[config.mk]
export PLATFORM = sky130hd
export DESIGN_NAME = st_sequencer
export DESIGN_NICKNAME = d
export VERILOG_FILES = /design/src/rtl/st_sequencer.sv
export SDC_FILE = /design/constraint.sdc
export NUM_CORES = 1
export LEC_CHECK = 0
export CAP_MARGIN = 20
export CORE_AREA = 2 2 39 41
export DETAILED_ROUTE_END_ITERATION = 7
export DIE_AREA = 0 0 41 43
export DONT_BUFFER_PORTS = 1
export GPL_TIMING_DRIVEN = 0
export PLACE_DENSITY = 0.56
export SYNTH_ARGS = -nofsm -noshare
export SYNTH_HDL_FRONTEND = slang
export SYNTH_SLANG_ARGS = --single-unit
[constraint.sdc]
create_clock -name clock -period 2.15 [get_ports clock]
set_clock_uncertainty 0.15 [all_clocks]
set_input_delay 0.43 -clock clock [delete_from_list [all_inputs] [get_ports clock]]
set_output_delay 0.43 -clock clock [all_outputs]
set_load 0.03 [all_outputs]
[src/rtl/st_sequencer.sv]
// Hardwired control sequencer for one `st Ra, C(Rb)` instruction: fetch, compute Rb + C
// into MAR, latch Ra into MDR, then hold a two-cycle RAM write.
module st_sequencer #(
  parameter logic [4:0] OP_ST   = 5'b00010,
  parameter logic [4:0] SEL_PC  = 5'b10100,
  parameter logic [4:0] SEL_MDR = 5'b10101,
  parameter logic [4:0] SEL_ZLO = 5'b10011,
  parameter logic [3:0] ALU_ADD = 4'b0011
) (
  input  logic        clock,
  input  logic        clear,
  input  logic        start,
  input  logic [31:0] ir,
  output logic        busy,
  output logic        done,
  output logic        illegal,
  output logic        incPC,
  output logic        e_MAR,
  output logic        e_MDR,
  output logic        MDR_read,
  output logic        e_IR,
  output logic        e_Y,
  output logic        e_Z,
  output logic        Gra,
  output logic        Grb,
  output logic        e_Rout,
  output logic        BAout,
  output logic        imm_sel,
  output logic        ram_read,
  output logic        ram_write,
  output logic [3:0]  ALU_op,
  output logic [4:0]  BusDataSelect
);

  typedef enum logic [3:0] {
    S_IDLE, S_T0, S_T1, S_T2, S_T3, S_T4, S_T5, S_T6, S_T7, S_T8, S_T9, S_DONE, S_FAULT
  } state_t;

  state_t state, state_nx;
  logic   illegal_r;
  logic   op_is_st;

  assign op_is_st = (ir[31:27] == OP_ST);
  assign illegal  = illegal_r;

  always_ff @(posedge clock or negedge clear) begin
    if (!clear) begin
      state     <= S_IDLE;
      illegal_r <= 1'b0;
    end else begin
      state <= state_nx;
      if (state == S_IDLE && start)
        illegal_r <= 1'b0;
      else if (state == S_T4 && !op_is_st)
        illegal_r <= 1'b1;
    end
  end

  // Moore decode: the state alone (plus IR register fields in T4/T7) sets every strobe
  always_comb begin
    state_nx      = S_IDLE;
    busy          = (state != S_IDLE);
    done          = 1'b0;
    incPC         = 1'b0;
    e_MAR         = 1'b0;
    e_MDR         = 1'b0;
    MDR_read      = 1'b0;
    e_IR          = 1'b0;
    e_Y           = 1'b0;
    e_Z           = 1'b0;
    Gra           = 1'b0;
    Grb           = 1'b0;
    e_Rout        = 1'b0;
    BAout         = 1'b0;
    imm_sel       = 1'b0;
    ram_read      = 1'b0;
    ram_write     = 1'b0;
    ALU_op        = 4'b0000;
    BusDataSelect = 5'b00000;
    case (state)
      S_IDLE: state_nx = start ? S_T0 : S_IDLE;
      S_T0: begin
        BusDataSelect = SEL_PC;
        e_MAR         = 1'b1;
        incPC         = 1'b1;
        state_nx      = S_T1;
      end
      S_T1: begin
        ram_read = 1'b1;
        state_nx = S_T2;
      end
      S_T2: begin
        MDR_read = 1'b1;
        e_MDR    = 1'b1;
        state_nx = S_T3;
      end
      S_T3: begin
        BusDataSelect = SEL_MDR;
        e_IR          = 1'b1;
        state_nx      = S_T4;
      end
      S_T4: begin
        if (!op_is_st) begin
          state_nx = S_FAULT;
        end else begin
          // BAout makes the datapath drive zero instead of R0 when rb = 0
          Grb           = 1'b1;
          BAout         = 1'b1;
          e_Rout        = 1'b1;
          BusDataSelect = {1'b0, ir[22:19]};
          e_Y           = 1'b1;
          state_nx      = S_T5;
        end
      end
      S_T5: begin
        imm_sel  = 1'b1;
        ALU_op   = ALU_ADD;
        e_Z      = 1'b1;
        state_nx = S_T6;
      end
      S_T6: begin
        BusDataSelect = SEL_ZLO;
        e_MAR         = 1'b1;
        state_nx      = S_T7;
      end
      S_T7: begin
        Gra           = 1'b1;
        e_Rout        = 1'b1;
        BusDataSelect = {1'b0, ir[26:23]};
        e_MDR         = 1'b1;
        state_nx      = S_T8;
      end
      S_T8: begin
        ram_write = 1'b1;
        state_nx  = S_T9;
      end
      S_T9: begin
        ram_write = 1'b1;
        state_nx  = S_DONE;
      end
      S_DONE: begin
        done     = 1'b1;
        state_nx = S_IDLE;
      end
      S_FAULT: begin
        done     = 1'b1;
        state_nx = S_IDLE;
      end
      default: state_nx = S_IDLE;
    endcase
  end

endmodule

**Word level (Yosys, flattened, before mapping)**

Index checks and enable logic that the tools add are counted.

- Bits in registers: 5
- Bits of input ports: 35
- Output and inout bits: 26
- Word-level logic and storage cells: 46

- Equality and inequality tests: 13
- Muxes and demuxes: 21
- Reductions and logical operators: 10

Operator list:

| kind | number |
|---|---|
| 4-bit case mux with 11 select lines | 1 |
| 5-bit case mux with 5 select lines | 1 |
| 4-bit equality test (second input constant) | 5 |
| 4-bit by 3-bit equality test with 1-bit output (second input constant) | 4 |
| 1-bit two-way mux | 15 |
| 4-bit by 2-bit equality test with 1-bit output (second input constant) | 2 |
| 4-bit two-way mux | 2 |
| 2-bit OR reduction | 4 |
| 5-bit by 2-bit equality test with 1-bit output (second input constant) | 1 |
| 4-bit by 1-bit equality test with 1-bit output (second input constant) | 1 |
| 4-bit zero test | 1 |
| 4-bit nonzero test | 1 |
| 1-bit logical AND | 2 |
| 2-bit two-way mux | 1 |
| 1-bit case mux with 2 select lines | 1 |
| 2-bit nonzero test | 1 |
| 1-bit zero test | 1 |

**Depth between registers and ports, before layout**

Gate-level depths: netlist (run 1).

- Depth after elaboration: 5
- Mapped depth: 4
- Depth with buffers taken out: 3

**Worst setup path before layout (run 1)**

Ideal clock, no wire load.

- Path kind: reg2out
- Start point: register state[1]
- End point: output BusDataSelect[0]
- Arrival: 1684 ps
- Data required time: 1570 ps
- Slack: -114 ps
- Cell stages (with the launch flop): 4
- Path buffers: 0
- Cells stage by stage: dfrtp_1 -> or2_2 -> nor2_1 -> a221o_1

- Longest elaborated chain between the ends: 2
- Elaborated cells on any way between the ends: 6
- Those cells by class: eq/ne (5); mux (1)

RTL lines:

| what | RTL line | source |
|---|---|---|
| start: declaration | 39 | `state_t state, state_nx;` |
| start signal: assignment | 51 | `state <= state_nx;` |
| 4-bit equality test (tied with other cells) | 80 | `case (state)` |
| 5-bit case mux with 5 select lines * | 80 |  |
| end: declaration | 32 | `output logic [4:0] BusDataSelect` |

Mark *: on every way between the ends. The rest lies on a longest branch, timed or not.

**Worst setup path after layout (run 1)**

- Start point: register state[2]
- End point: output BusDataSelect[1]

The elaborated chain is that of the path after synthesis.

==> reports/metrics.cfg, run 1 <==
[floorplanning]
rows=14
start_util_pct=41.0
fp.coreArea_mm2=0.00138
die-area_mm2=0.00176
pin_count=61
die_x_um=41
die_y_um=43

[clocking]
clk_pin_slew_ns=0.04
root_buffer=clkbuf_4
ctsHtreeMaxLevel=1
clk-insertion-delay-late_ns=0.24
cts_sinks=5
cts_tree=built
numCtsBuffers=3
cts_buffer_depth=2

[global_routing]
grt_use_total_pct=15.1
grt_max_degree=11
grt_pass1_vias=439
grt_pass1_wl_mm=1.86
grt_antenna_before_repair=0
gr-total-overflow=0

[synth]
synth_flop_cell=dfrtp_1
synth_area_um2=568
ys_async_sr_fraction_pct=100
netlist_instances=76
ys_ff_latch=5
yosysWarnings=0
synth-seq-area-share_pct=22.0
synth_cell_types=35
avgSynthCellArea_um2=7.47
synth_edf_count=0

[final_layout]
area_growth_pct=41.9
n_antenna_cell=0
drive_gt1_share_pct=51.1
nets=124
finalNonFillerCells=104

[run_status]
status=finished with violations
violations=negative setup slack

[timing]
hold_viol=0
fmax_ghz=0.454
slew_violations=0
setup_tns_ns=-0.0971
setup_ws_ns=-0.0514
post-route-min-period_ns=2.20
slew_headroom_pct=63.4
rsz0062_at_grt=true
finalSetupViolations=3
worstMarginPinSlew_ns=0.547
period_share_pct=102

[critical_path]
worstSetupPathType=flip-flop to primary output
crit_chain=nor4bb_4 > and3_1 > buf_6 > a221o_2
crit_path_end_kind=primary output
cpMaxStageDelayCell=a221o_2
startpoint_type=flip-flop
crit_arrival_ns=1.62
cp_max_fo=8
slowest_delay_ns=0.45
crit_required_ns=1.57

[placed_design]
gp_congestion=0.818
portBuffers=0
dp.final_hpwl_um=969
dp_cells=93

[detailed_routing]
drc=0
wirelength_mm=1.37
drt-pass1-iter-count=4
vias_per_cell=5.69
drt-initial-drc-count=10
post_drt_wl_per_cell_um=13.2
via_count=592
ant_nets=0

[job]
drv_cap=0

[worst_hold_path]
hp-class=input pin to flip-flop

[pwr]
power_density_mw_per_mm2=1770
p_leak_nw=0.357
ir_worst_vdd_v=0.000793

==> report_power, final <==
part,total [W],internal (W),switching (W),leakage (nW)
combinational,0.00111,0.000404,0.000709,0.283
clock,0.000104,0.0000699,0.0000339,0.0150
sequential,0.000212,0.000141,0.0000702,0.0598
total,0.00143,0.000615,0.000813,0.357
==> metrics by stage <==
stage               hold WS [ns]  total power, W  area [µm²]  setup WS [ns]  util, %
floorplan                -0.0156        0.000954         574         0.0903        -
global placement         -0.0155         0.00105         594        -0.0188     42.9
detailed placement       -0.0155         0.00105         594        -0.0202     42.9
CTS                        0.192         0.00132         738         -0.141     53.3
global route               0.214         0.00152         806         -0.142     58.2
finish                     0.191         0.00143         806        -0.0514     58.2
==> kinds of logic after synthesis <==
family | synth area share, %
AND/OR/NAND/NOR | 32.2
AO/OA/AOI/OAI | 22.3
XOR/XNOR | 4.63
buffers and inverters | 18.3
other | 0.660
flip-flops | 22.0
==> cell usage after synthesis (2+ instances only) <==
cell type | instances | area, µm²
a21oi_1 | 4 | 20.0
a221o_1 | 2 | 20.0
buf_2 | 2 | 10.0
buf_4 | 9 | 67.6
dfrtp_1 | 5 | 125
inv_1 | 6 | 22.5
nand2_1 | 4 | 15.0
nand2b_1 | 2 | 12.5
nand3_1 | 2 | 10.0
nor2_1 | 8 | 30.0
nor3_1 | 6 | 30.0
or2_2 | 2 | 12.5
xor2_1 | 2 | 17.5
==> cells in the final DEF (no fill, tap or decap), drive strengths merged, types with 2 or more instances in the layout <==
master	n
inv	6
nor3	6
nand2	4
dfrtp	5
nor2	8
a21oi	4
nand2b	2
conb	2
buf	17
or2	2
nand3	2
xor2	2
clkbuf	5
a221o	2
==> cell type report <==
cell class                      count  area, µm²
Fill cell                         144        578
Multi-Input combinational cell     54        448
Sequential cell                     5        128
Buffer                             12        101
Timing Repair Buffer                7       55.1
Inverter                            6       27.5
Clock buffer                        4       26.3
Tap cell                           16       20.0
==> state kept, by name, summed over array words and instances, names as in the netlist <==
signal and cells:
illegal 1, state 4
==> critical path, delay by kind of cell, from the launching register on <==
kind            cells  cell delay (ns)
flops               1             0.42
compound gates      1             0.45
buf+inv             1             0.15
simple gates        2             0.36
==> timing repair <==
item                                    in CTS  in global routing
setup buffers                                4                  2
gates resized for setup                     22                 15
hold buffers                                 1                  0
hold endpoints to repair                     5                  0
pin swaps                                    6                  4
endpoints found under the setup margin      15                 16
==> path summary, 6_finish.rpt <==
path,cells past startpoint,slack [ns],from,endpoint
worst max-delay path,4,-0.05,state[2],BusDataSelect[1]
worst min-delay path,2,0.19,ir[27],illegal
worst max register to register,4,0.47,state[1],illegal
worst min register to register,2,0.58,illegal,illegal
max in group asynchronous,1,1.33,clear,state[2]
min in group asynchronous,1,0.32,clear,illegal
==> metal layers <==
layer	GRT usage, %	share of wire, %	vias to the layer above
li1	-	-	287
met1	21.2	42	274
met2	22.8	49	31
met3	1.57	8.5	0
met4	6.00	0	0
met5	0	0	-
Note: power is estimated with default switching activity, not from simulation.
==> run 2: changes to the inputs <==
==> constraint.sdc (replaced) <==
create_clock -name clock -period 2.15 [get_ports clock]
set_clock_uncertainty 0.15 [all_clocks]
set_input_delay 0.215 -clock clock [delete_from_list [all_inputs] [get_ports clock]]
set_output_delay 0.215 -clock clock [all_outputs]
set_load 0.03 [all_outputs]
==> run 2 against run 1 <==
  * Largest power group unchanged
  * Final area shrank 16%
  * Critical endpoint unchanged
  * Total power shrank 15%
  * Sequential power is essentially flat
  * Non-clock buffer count shrank 5
  * The run now ends clean
  * Highest routed layer unchanged
  * Register-to-register slack gained 0.02 ns
  * Global-route usage shrank 0.30 points
==> reports/metrics.cfg, run 2 (synthesis gave the netlist of run 1 again) <==
[pwr]
ir_worst_vdd_v=0.000686  ; -14%
power_density_mw_per_mm2=1800  ; +1.4%
p_total_w=0.00121  ; -15%
p_leak_nw=0.307  ; -14%

[final_layout]
mostFrequentLayoutCells=9 x buf_4, 6 x nor2_1, 6 x inv_1
final_common_cell=buf_4
final_area_um2=676  ; -16%
finalNonFillerCells=99  ; -4.8%
nets=119  ; -4.0%
drive_gt1_share_pct=36.1  ; -15 points
largest_register_ffs=4  ; unchanged
top_register=state
area_growth_pct=18.9
fin_util_pct=48.8  ; -9.4 points
n_antenna_cell=0  ; unchanged

[global_routing]
grt_antenna_before_repair=0  ; unchanged
grt_pass1_vias=455  ; +3.6%
gr-total-overflow=0  ; unchanged
grt_max_degree=11  ; unchanged
grt_use_total_pct=14.8  ; -0.30 points
grt_pass1_wl_mm=1.85  ; -0.38%

[job]
drv_cap=0  ; unchanged

[clocking]
cts_tree=built
numCtsBuffers=3  ; unchanged
post_cts_buffers=0  ; -4
cts_buffer_depth=2  ; unchanged
clk-insertion-delay-late_ns=0.23  ; about the same
root_buffer=clkbuf_4
clk_pin_slew_ns=0.04  ; about the same
ctsHtreeMaxLevel=1  ; unchanged
cts_sinks=5  ; unchanged

[worst_hold_path]
hp-class=input pin to flip-flop

[critical_path]
critical_path.endpoint=BusDataSelect[1]
worstSetupPathType=flip-flop to primary output
crit_path_end_kind=primary output
worstReg2RegEnd=illegal
crit_arrival_ns=1.71  ; +0.09 ns
startpoint=state[2]
r2r_cells=4  ; unchanged
startpoint_type=flip-flop
r2r_slack_ns=0.49  ; +0.02 ns
cp_max_fo=8  ; unchanged
crit_required_ns=1.78  ; +0.21 ns
r2r-start=state[1]

[floorplanning]
rows=14  ; unchanged
die-area_mm2=0.00176  ; unchanged
die_y_um=43  ; unchanged
fp.coreArea_mm2=0.00138  ; unchanged
pin_count=61  ; unchanged
die_x_um=41  ; unchanged
start_util_pct=41.0  ; unchanged

[timing]
fmax_ghz=0.482  ; +6.1%
post-route-min-period_ns=2.07  ; -0.127 ns
worstMarginPinSlew_ns=0.651  ; +0.104 ns
slew_violations=0  ; unchanged
period_share_pct=96.5  ; -5.9 points
slew_headroom_pct=56.7  ; -6.7 points
setup_tns_ns=0  ; +0.0971 ns
finalSetupViolations=0  ; -3
hold_viol=0  ; unchanged
rsz0062_at_grt=true

[placed_design]
dp.final_hpwl_um=976  ; +0.73%
gp_congestion=0.815  ; -0.37%
placed_area_um2=592  ; -0.42%
portBuffers=0  ; unchanged
dp_cells=93  ; unchanged

[detailed_routing]
ant_nets=0  ; unchanged
drt-initial-drc-count=8  ; -2
vias_per_cell=5.61  ; -1.5%
post_drt_wl_per_cell_um=13.4  ; +1.3%
drt-pass1-iter-count=4  ; unchanged
wirelength_mm=1.32  ; -3.6%
drc=0  ; unchanged
via_count=555  ; -6.3%

[run_status]
status=complete, no violations

run 2: cell count changes in the layout (fill, tap and decap cells not counted), sizes merged:
cell         delta
dlygate4sd3     +1
buf             -6
run 2: per-layer routing:
| metal | vias up | wire (µm) | GRT usage (%) |
|---|---|---|---|
| met3 | 0 | 103 | 1.57 |
| li1 | 277 | - | - |
| met1 | 253 | 565 | 19.2 |
| met4 | 0 | 0 | 6.00 |
| met2 | 25 | 654 | 23.8 |
| met5 | - | 0 | 0 |
run 2: layout make-up:
class | count | area, µm²
inverters | 6 | 22.5
clock buffers | 4 | 26.3
plain buffers | 12 | 81.3
repair buffers | 2 | 20.0
flip-flops and latches | 5 | 125
multi-input cells | 54 | 380
fillers | 159 | 708
well taps | 16 | 20.0
run 2: critical path, stage by stage, from the launching register on:
cell and delay [ns]:
dfrtp_1 0.46, nor4bb_2 0.36, and3_1 0.19, buf_4 0.19
a221o_2 0.27
run 2: what timing repair did:
action,CTS,global route
setup endpoints to repair,10,8
gates resized for setup,8,4
endpoints found under the hold margin,6,0
hold buffers,2,0
run 2: worst min path at each step:
stage               start       end  depth (start not counted)  slack, ns
detailed placement  clear   illegal                          0      -0.23
floorplan           clear   illegal                          0      -0.23
finish              start  state[0]                          2       0.03
global route        start  state[0]                          2       0.03
global placement    clear   illegal                          0      -0.23
CTS                 start  state[0]                          2       0.02
run 2: through the flow:
step / hold slack (ns) / setup WS (ns)
floorplan: -0.231 / 0.101
global placement: -0.230 / 0.0136
detailed placement: -0.230 / 0.00841
CTS: 0.0227 / 0.00925
global route: 0.0270 / -0.0593
finish: 0.0283 / 0.0758
run 2: where the power goes:
group,internal (W),switching [W],total (W)
clock,0.0000698,0.0000334,0.000103
sequential,0.000138,0.0000736,0.000212
combinational,0.000272,0.000627,0.000899
total,0.000480,0.000734,0.00121
